[src/rtl/beta_test_sequencer.sv]
// Run controller for the pipelined beta core: load imem, run to halt PC, read back and compare a dm window.
// Optional RUN watchdog is compiled in when BETA_SEQ_WATCHDOG_EN is defined.
module beta_test_sequencer #(
  parameter int DATA_W     = 32,
  parameter int PC_W       = 32,
  parameter int IMEM_DEPTH = 64,
  parameter int NCHK       = 4,
  parameter int DA_W       = 32,
  parameter int CHK_BASE   = 0,
  parameter int TIMEOUT    = 1024,
  localparam int IA_W      = $clog2(IMEM_DEPTH)
) (
  input  logic                   clk,
  input  logic                   RESET,
  input  logic                   start,
  input  logic                   ld_valid,
  input  logic [DATA_W-1:0]      ld_data,
  input  logic                   ld_last,
  output logic                   ld_ready,
  output logic                   imem_we,
  output logic [IA_W-1:0]        imem_addr,
  output logic [DATA_W-1:0]      imem_wdata,
  output logic                   cpu_reset,
  input  logic [PC_W-1:0]        cpu_pc,
  input  logic [PC_W-1:0]        halt_pc,
  output logic [DA_W-1:0]        dm_addr,
  input  logic [DATA_W-1:0]      dm_rdata,
  input  logic [NCHK*DATA_W-1:0] exp_data,
  output logic                   done,
  output logic                   pass,
  output logic                   timeout_err,
  output logic [3:0]             fail_idx,
  output logic [31:0]            cycle_count
);

  localparam logic [2:0] S_IDLE  = 3'd0;
  localparam logic [2:0] S_LOAD  = 3'd1;
  localparam logic [2:0] S_RUN   = 3'd2;
  localparam logic [2:0] S_CHECK = 3'd3;
  localparam logic [2:0] S_DONE  = 3'd4;

  logic [2:0]        state;
  logic [IA_W-1:0]   ptr;
  logic [4:0]        chk_idx;
  logic [4:0]        cmp_idx;
  logic              mism;
  logic              pass_q;
  logic [3:0]        fail_idx_q;
  logic [31:0]       cc;
  logic [31:0]       cc_next;
  logic [DATA_W-1:0] exp_word;
  logic              word_mism;
  logic              halt_hit;
`ifdef BETA_SEQ_WATCHDOG_EN
  logic              timeout_q;
`endif

  // Load handshake: a word transfers on every cycle where ld_valid && ld_ready;
  // ld_ready is high for the whole LOAD state and drops after the final accepted word.
  assign ld_ready   = (state == S_LOAD);
  assign imem_we    = ld_ready && ld_valid;
  assign imem_addr  = ptr;
  assign imem_wdata = ld_data;
  assign cpu_reset  = (state != S_RUN);
  assign done       = (state == S_DONE);
  assign pass       = pass_q;
  assign fail_idx   = fail_idx_q;
  assign cycle_count = cc;
`ifdef BETA_SEQ_WATCHDOG_EN
  assign timeout_err = timeout_q;
`else
  assign timeout_err = 1'b0;
`endif

  assign cc_next  = (cc == 32'hFFFF_FFFF) ? cc : cc + 32'd1;
  assign halt_hit = (cpu_pc == halt_pc);

  // chk_idx k issues the read of word k; dm_rdata for word k-1 arrives in the same cycle.
  assign cmp_idx = chk_idx - 5'd1;
  assign dm_addr = (state == S_CHECK && chk_idx < 5'(NCHK))
                   ? DA_W'(CHK_BASE) + DA_W'(chk_idx) : '0;

  always_comb begin
    exp_word = '0;
    for (int i = 0; i < NCHK; i++) begin
      if (cmp_idx == 5'(i)) exp_word = exp_data[i*DATA_W +: DATA_W];
    end
  end

  assign word_mism = (chk_idx != 5'd0) && (dm_rdata != exp_word);

  always_ff @(posedge clk or posedge RESET) begin
    if (RESET) begin
      state      <= S_IDLE;
      ptr        <= '0;
      chk_idx    <= '0;
      mism       <= 1'b0;
      pass_q     <= 1'b0;
      fail_idx_q <= '0;
      cc         <= '0;
`ifdef BETA_SEQ_WATCHDOG_EN
      timeout_q  <= 1'b0;
`endif
    end else begin
      case (state)
        S_IDLE, S_DONE: begin
          if (start) begin
            state      <= S_LOAD;
            ptr        <= '0;
            chk_idx    <= '0;
            mism       <= 1'b0;
            pass_q     <= 1'b0;
            fail_idx_q <= '0;
            cc         <= '0;
`ifdef BETA_SEQ_WATCHDOG_EN
            timeout_q  <= 1'b0;
`endif
          end
        end
        S_LOAD: begin
          if (ld_valid) begin
            ptr <= ptr + 1'b1;
            if (ld_last || ptr == IA_W'(IMEM_DEPTH - 1)) state <= S_RUN;
          end
        end
        S_RUN: begin
          cc <= cc_next;
          if (halt_hit) begin
            state   <= S_CHECK;
            chk_idx <= '0;
            mism    <= 1'b0;
          end
`ifdef BETA_SEQ_WATCHDOG_EN
          else if (cc_next >= 32'(TIMEOUT)) begin
            state     <= S_DONE;
            timeout_q <= 1'b1;
            pass_q    <= 1'b0;
          end
`endif
        end
        S_CHECK: begin
          chk_idx <= chk_idx + 5'd1;
          // Only the first mismatching word is recorded.
          if (word_mism && !mism) fail_idx_q <= cmp_idx[3:0];
          if (word_mism) mism <= 1'b1;
          if (chk_idx == 5'(NCHK)) begin
            state  <= S_DONE;
            pass_q <= !(mism || word_mism);
          end
        end
        default: state <= S_IDLE;
      endcase
    end
  end

endmodule
[config.mk]
export PLATFORM = sky130hd
export DESIGN_NAME = beta_test_sequencer
export DESIGN_NICKNAME = d
export VERILOG_FILES = /design/src/rtl/beta_test_sequencer.sv
export SDC_FILE = /design/constraint.sdc
export NUM_CORES = 1
export LEC_CHECK = 0
export ABC_AREA = 0
export BUFFER_PORTS_ARGS = -buffer_cell sky130_fd_sc_hd__buf_2
export CORE_AREA = 2 2 144 146
export CTS_CLUSTER_SIZE = 12
export DETAILED_ROUTE_END_ITERATION = 7
export DIE_AREA = 0 0 146 148
export SETUP_SLACK_MARGIN = 0.05
export SLEW_MARGIN = 20
export SYNTH_ARGS = -nofsm -noshare
export SYNTH_HDL_FRONTEND = slang
export SYNTH_SLANG_ARGS = --single-unit
[constraint.sdc]
create_clock -name clk -period 6.1 [get_ports clk]
set_clock_uncertainty 0.1 [all_clocks]
set_input_delay 0.305 -clock clk [delete_from_list [all_inputs] [get_ports clk]]
set_output_delay 0.305 -clock clk [all_outputs]
set_load 0.03 [all_outputs]
==> impl_metrics.tcl <==
set metrics [dict create \
    cts_tree "yes" \
    critPathTopFamily "simple AND/OR/NAND/NOR gates" \
    maxSlewHeadroom 0.401 \
    io_buffers 277 \
    worst-path-buf-inv 2 \
    ys_seq_area_frac 0.234 \
    place_ws_ns 1.82 \
    firstDrtPassIters 5 \
    hold_path.class "primary input to asynchronous set/reset pin" \
    rr_worst_depth 12 \
    clkTransAtPathRegs_ns 0.07 \
    setup_slack_ns 1.72 \
    cts_setup_buffers 0 \
    num-fill-cells 2193 \
    vdd_drop_max_mv 0.157 \
    p_per_area_nw_per_um2 351 \
    max_freq_ghz 0.228 \
    via_per_inst 5.08 \
    crit_path_top_delay_cell "nor4_1" \
    synth-edff-count 0 \
    worst_ep_arrival_time_ns 4.44 \
    finalHoldViolations 0 \
    hpwl_microns 16700 \
    cts-resized-gates 0 \
    ant_nets 0 \
    slew_violations 0 \
    rows 52 \
    clock_path_buffers 2 \
    cp-end-kind "flop" \
    rsz0062_at_grt "false" \
    grt_max_degree 53 \
    cp-start-kind "flop" \
    status "completed" \
    multi_input_area_sq_um 3610 \
    fin_tns_setup_ns 0 \
    finalSetupViolations 0 \
    drtIter0Drc 233 \
    ys_async_sr_fraction 1.00 \
    grt_pass1_wl_microns 31300 \
    postCtsHoldBufs 0 \
    post-route-min-period_ns 4.38 \
    drv_cap 0 \
    seqCellArea_sq_um 1300 \
    ys.flop_type "dfrtp_1" \
    vias 6094 \
    dieWidth_microns 146 \
    syn_area_per_cell_sq_um 7.82 \
    path_cells "inv_1 -> ha_1 -> buf_4 -> and4bb_2 -> nand2_1 -> a21oi_1 -> o22ai_1 -> a2111oi_0 -> nand4_1 -> nor4_1 -> a21oi_1 -> mux2i_1" \
    core_sq_um 20000 \
    critical_path_required_ns 6.16 \
    overflow 0 \
    ctsHtreeMaxLevel 2 \
    p_leak_uw 0.00323 \
    fin_nets 1196 \
    first_global_vias 5922 \
    die_area_sq_um 21600 \
    crit_path_max_incr_delay_ns 0.54 \
    clock_sinks 52 \
    drive_gt1_frac 0.329 \
    cpMostUsedCell "a21oi_1" \
    r2r_start "chk_idx[0]$_DFFE_PP0P_" \
    grt_util_all_layers 0.180 \
    start_util 0.278 \
    drc 0 \
    ys_ff_latch 52 \
    wire_per_inst_microns 17.0 \
    gp_congestion 0.925 \
    fin_crit_sh 0.718 \
    die_h_microns 148 \
    antenna_found_initial 1 \
    synth_area_sq_um 5570 \
    synth_cells 712 \
    clock_latency_ns 0.30 \
    r2r-end "fail_idx[1]$_DFFE_PP0P_" \
    yosysWarnings 0 \
    synth.distinct_cells 70 \
    worstMarginPinSlew_ns 0.896 \
    routed_wl_microns 20400 \
    syn2layout_area_growth_pct 24.8 \
    ctsRootBufferMaster "clkbuf_16" \
    cp_max_fo 17 \
    ioPinCount 373 \
    ff2ff_setup_slack_ns 1.72 \
    cts_buffers 5 \
    crit_type "flop to flop" \
]
area by class of cell:
type	instances	area share
Sequential cell	52	0.187
Tap cell	270	0.0486
Antenna cell	1	0.000360
Inverter	27	0.0146
Timing Repair Buffer	283	0.206
Multi-Input combinational cell	558	0.520
Clock inverter	2	0.00504
Clock buffer	6	0.0185
cells by family after synthesis:
group                      after synthesis  synth area share
AOI/OAI and AO/OA                      195             0.237
xor gates and xnor gates                73             0.115
adders and majority gates                8            0.0180
buffers and inverters                  132             0.138
DFF                                     52             0.234
muxes                                    6            0.0110
other                                    1          0.000673
and+or+nand+nor                        245             0.246
layout by cell type, fill, tap and decap left out, types with 8 or more instances in the layout:
cell       netlist  routed
conb_1           1      31
o22ai_1         11      11
nor4_1           9       9
a2bb2oi_1       12      12
nor2_1          51      51
buf_2           16     277
or3_1           12      12
nand4_1         26      26
nor3_1          13      13
o21ai_0         36      36
ha_1             8       8
nand2b_1         9       9
o21a_1          10      10
dfrtp_1         52      52
xnor2_1         54      54
inv_1           27      26
nand2_1         42      42
nand3b_1        21      21
a21oi_1         47      47
nand3_1         17      17
xor2_1          19      19
a221o_1          8       8
sequential cells by signal (all words and copies together) (netlist names):
register,count
chk_idx,5
cycle_count,32
fail_idx,4
imem_addr,6
mism,1
pass,1
state,3
per-layer routing:
| metal | global-route usage | wire (microns) |
|---|---|---|
| met5 | 0 | 16 |
| met4 | 0.0728 | 725 |
| met3 | 0.0414 | 1640 |
| met2 | 0.306 | 9670 |
| met1 | 0.221 | 8340 |
synthesized netlist by cell type (9+ instances only):
library cell,number,area share
nor3_1,13,0.012
buf_4,64,0.086
nor2_1,51,0.034
nand4_1,26,0.029
dfrtp_1,52,0.23
nand3_1,17,0.015
inv_1,27,0.018
o22ai_1,11,0.012
buf_2,16,0.014
nor4_1,9,0.010
xor2_1,19,0.030
xnor2_1,54,0.085
o21a_1,10,0.013
a2bb2oi_1,12,0.019
nand3b_1,21,0.028
clkbuf_1,22,0.015
nand2b_1,9,0.010
or3_1,12,0.013
nand2_1,42,0.028
a21oi_1,47,0.042
o21ai_0,36,0.032
stage by stage:
stage | cells | hold WS [ns] | area [sq um] | utilization | power [uW]
detailed placement | 1190 | 0.385 | 6780 | 0.338 | 2120
global placement | 1190 | 0.369 | 6780 | 0.338 | 2090
global route | 1198 | 0.156 | 6950 | 0.347 | 2620
floorplan | 742 | 0.344 | 5680 | - | 1740
finish | 1199 | 0.0913 | 6950 | 0.347 | 2440
CTS | 1198 | 0.135 | 6950 | 0.347 | 2440
power breakdown:
part	switching, uW	internal [uW]
logic	1010	607
registers	98.1	408
clock network	123	193
tightest hold or removal path: stages:
cell and delay [ns]:
buf_2 0.10, inv_2 0.03, buf_4 0.51
how the worst max path moves through the flow:
stage	startpoint	endpoint	slack (ns)	depth (start not counted)
3_5_place_dp	chk_idx[0]$_DFFE_PP0P_	fail_idx[1]$_DFFE_PP0P_	1.82	12
6_report	chk_idx[0]$_DFFE_PP0P_	fail_idx[1]$_DFFE_PP0P_	1.72	12
4_1_cts	chk_idx[0]$_DFFE_PP0P_	fail_idx[1]$_DFFE_PP0P_	1.79	12
3_3_place_gp	chk_idx[0]$_DFFE_PP0P_	fail_idx[1]$_DFFE_PP0P_	1.89	12
5_1_grt	chk_idx[0]$_DFFE_PP0P_	fail_idx[1]$_DFFE_PP0P_	1.29	11
2_1_floorplan	chk_idx[0]$_DFFE_PP0P_	fail_idx[0]$_DFFE_PP0P_	2.90	14
(Power assumes the default switching activity.)
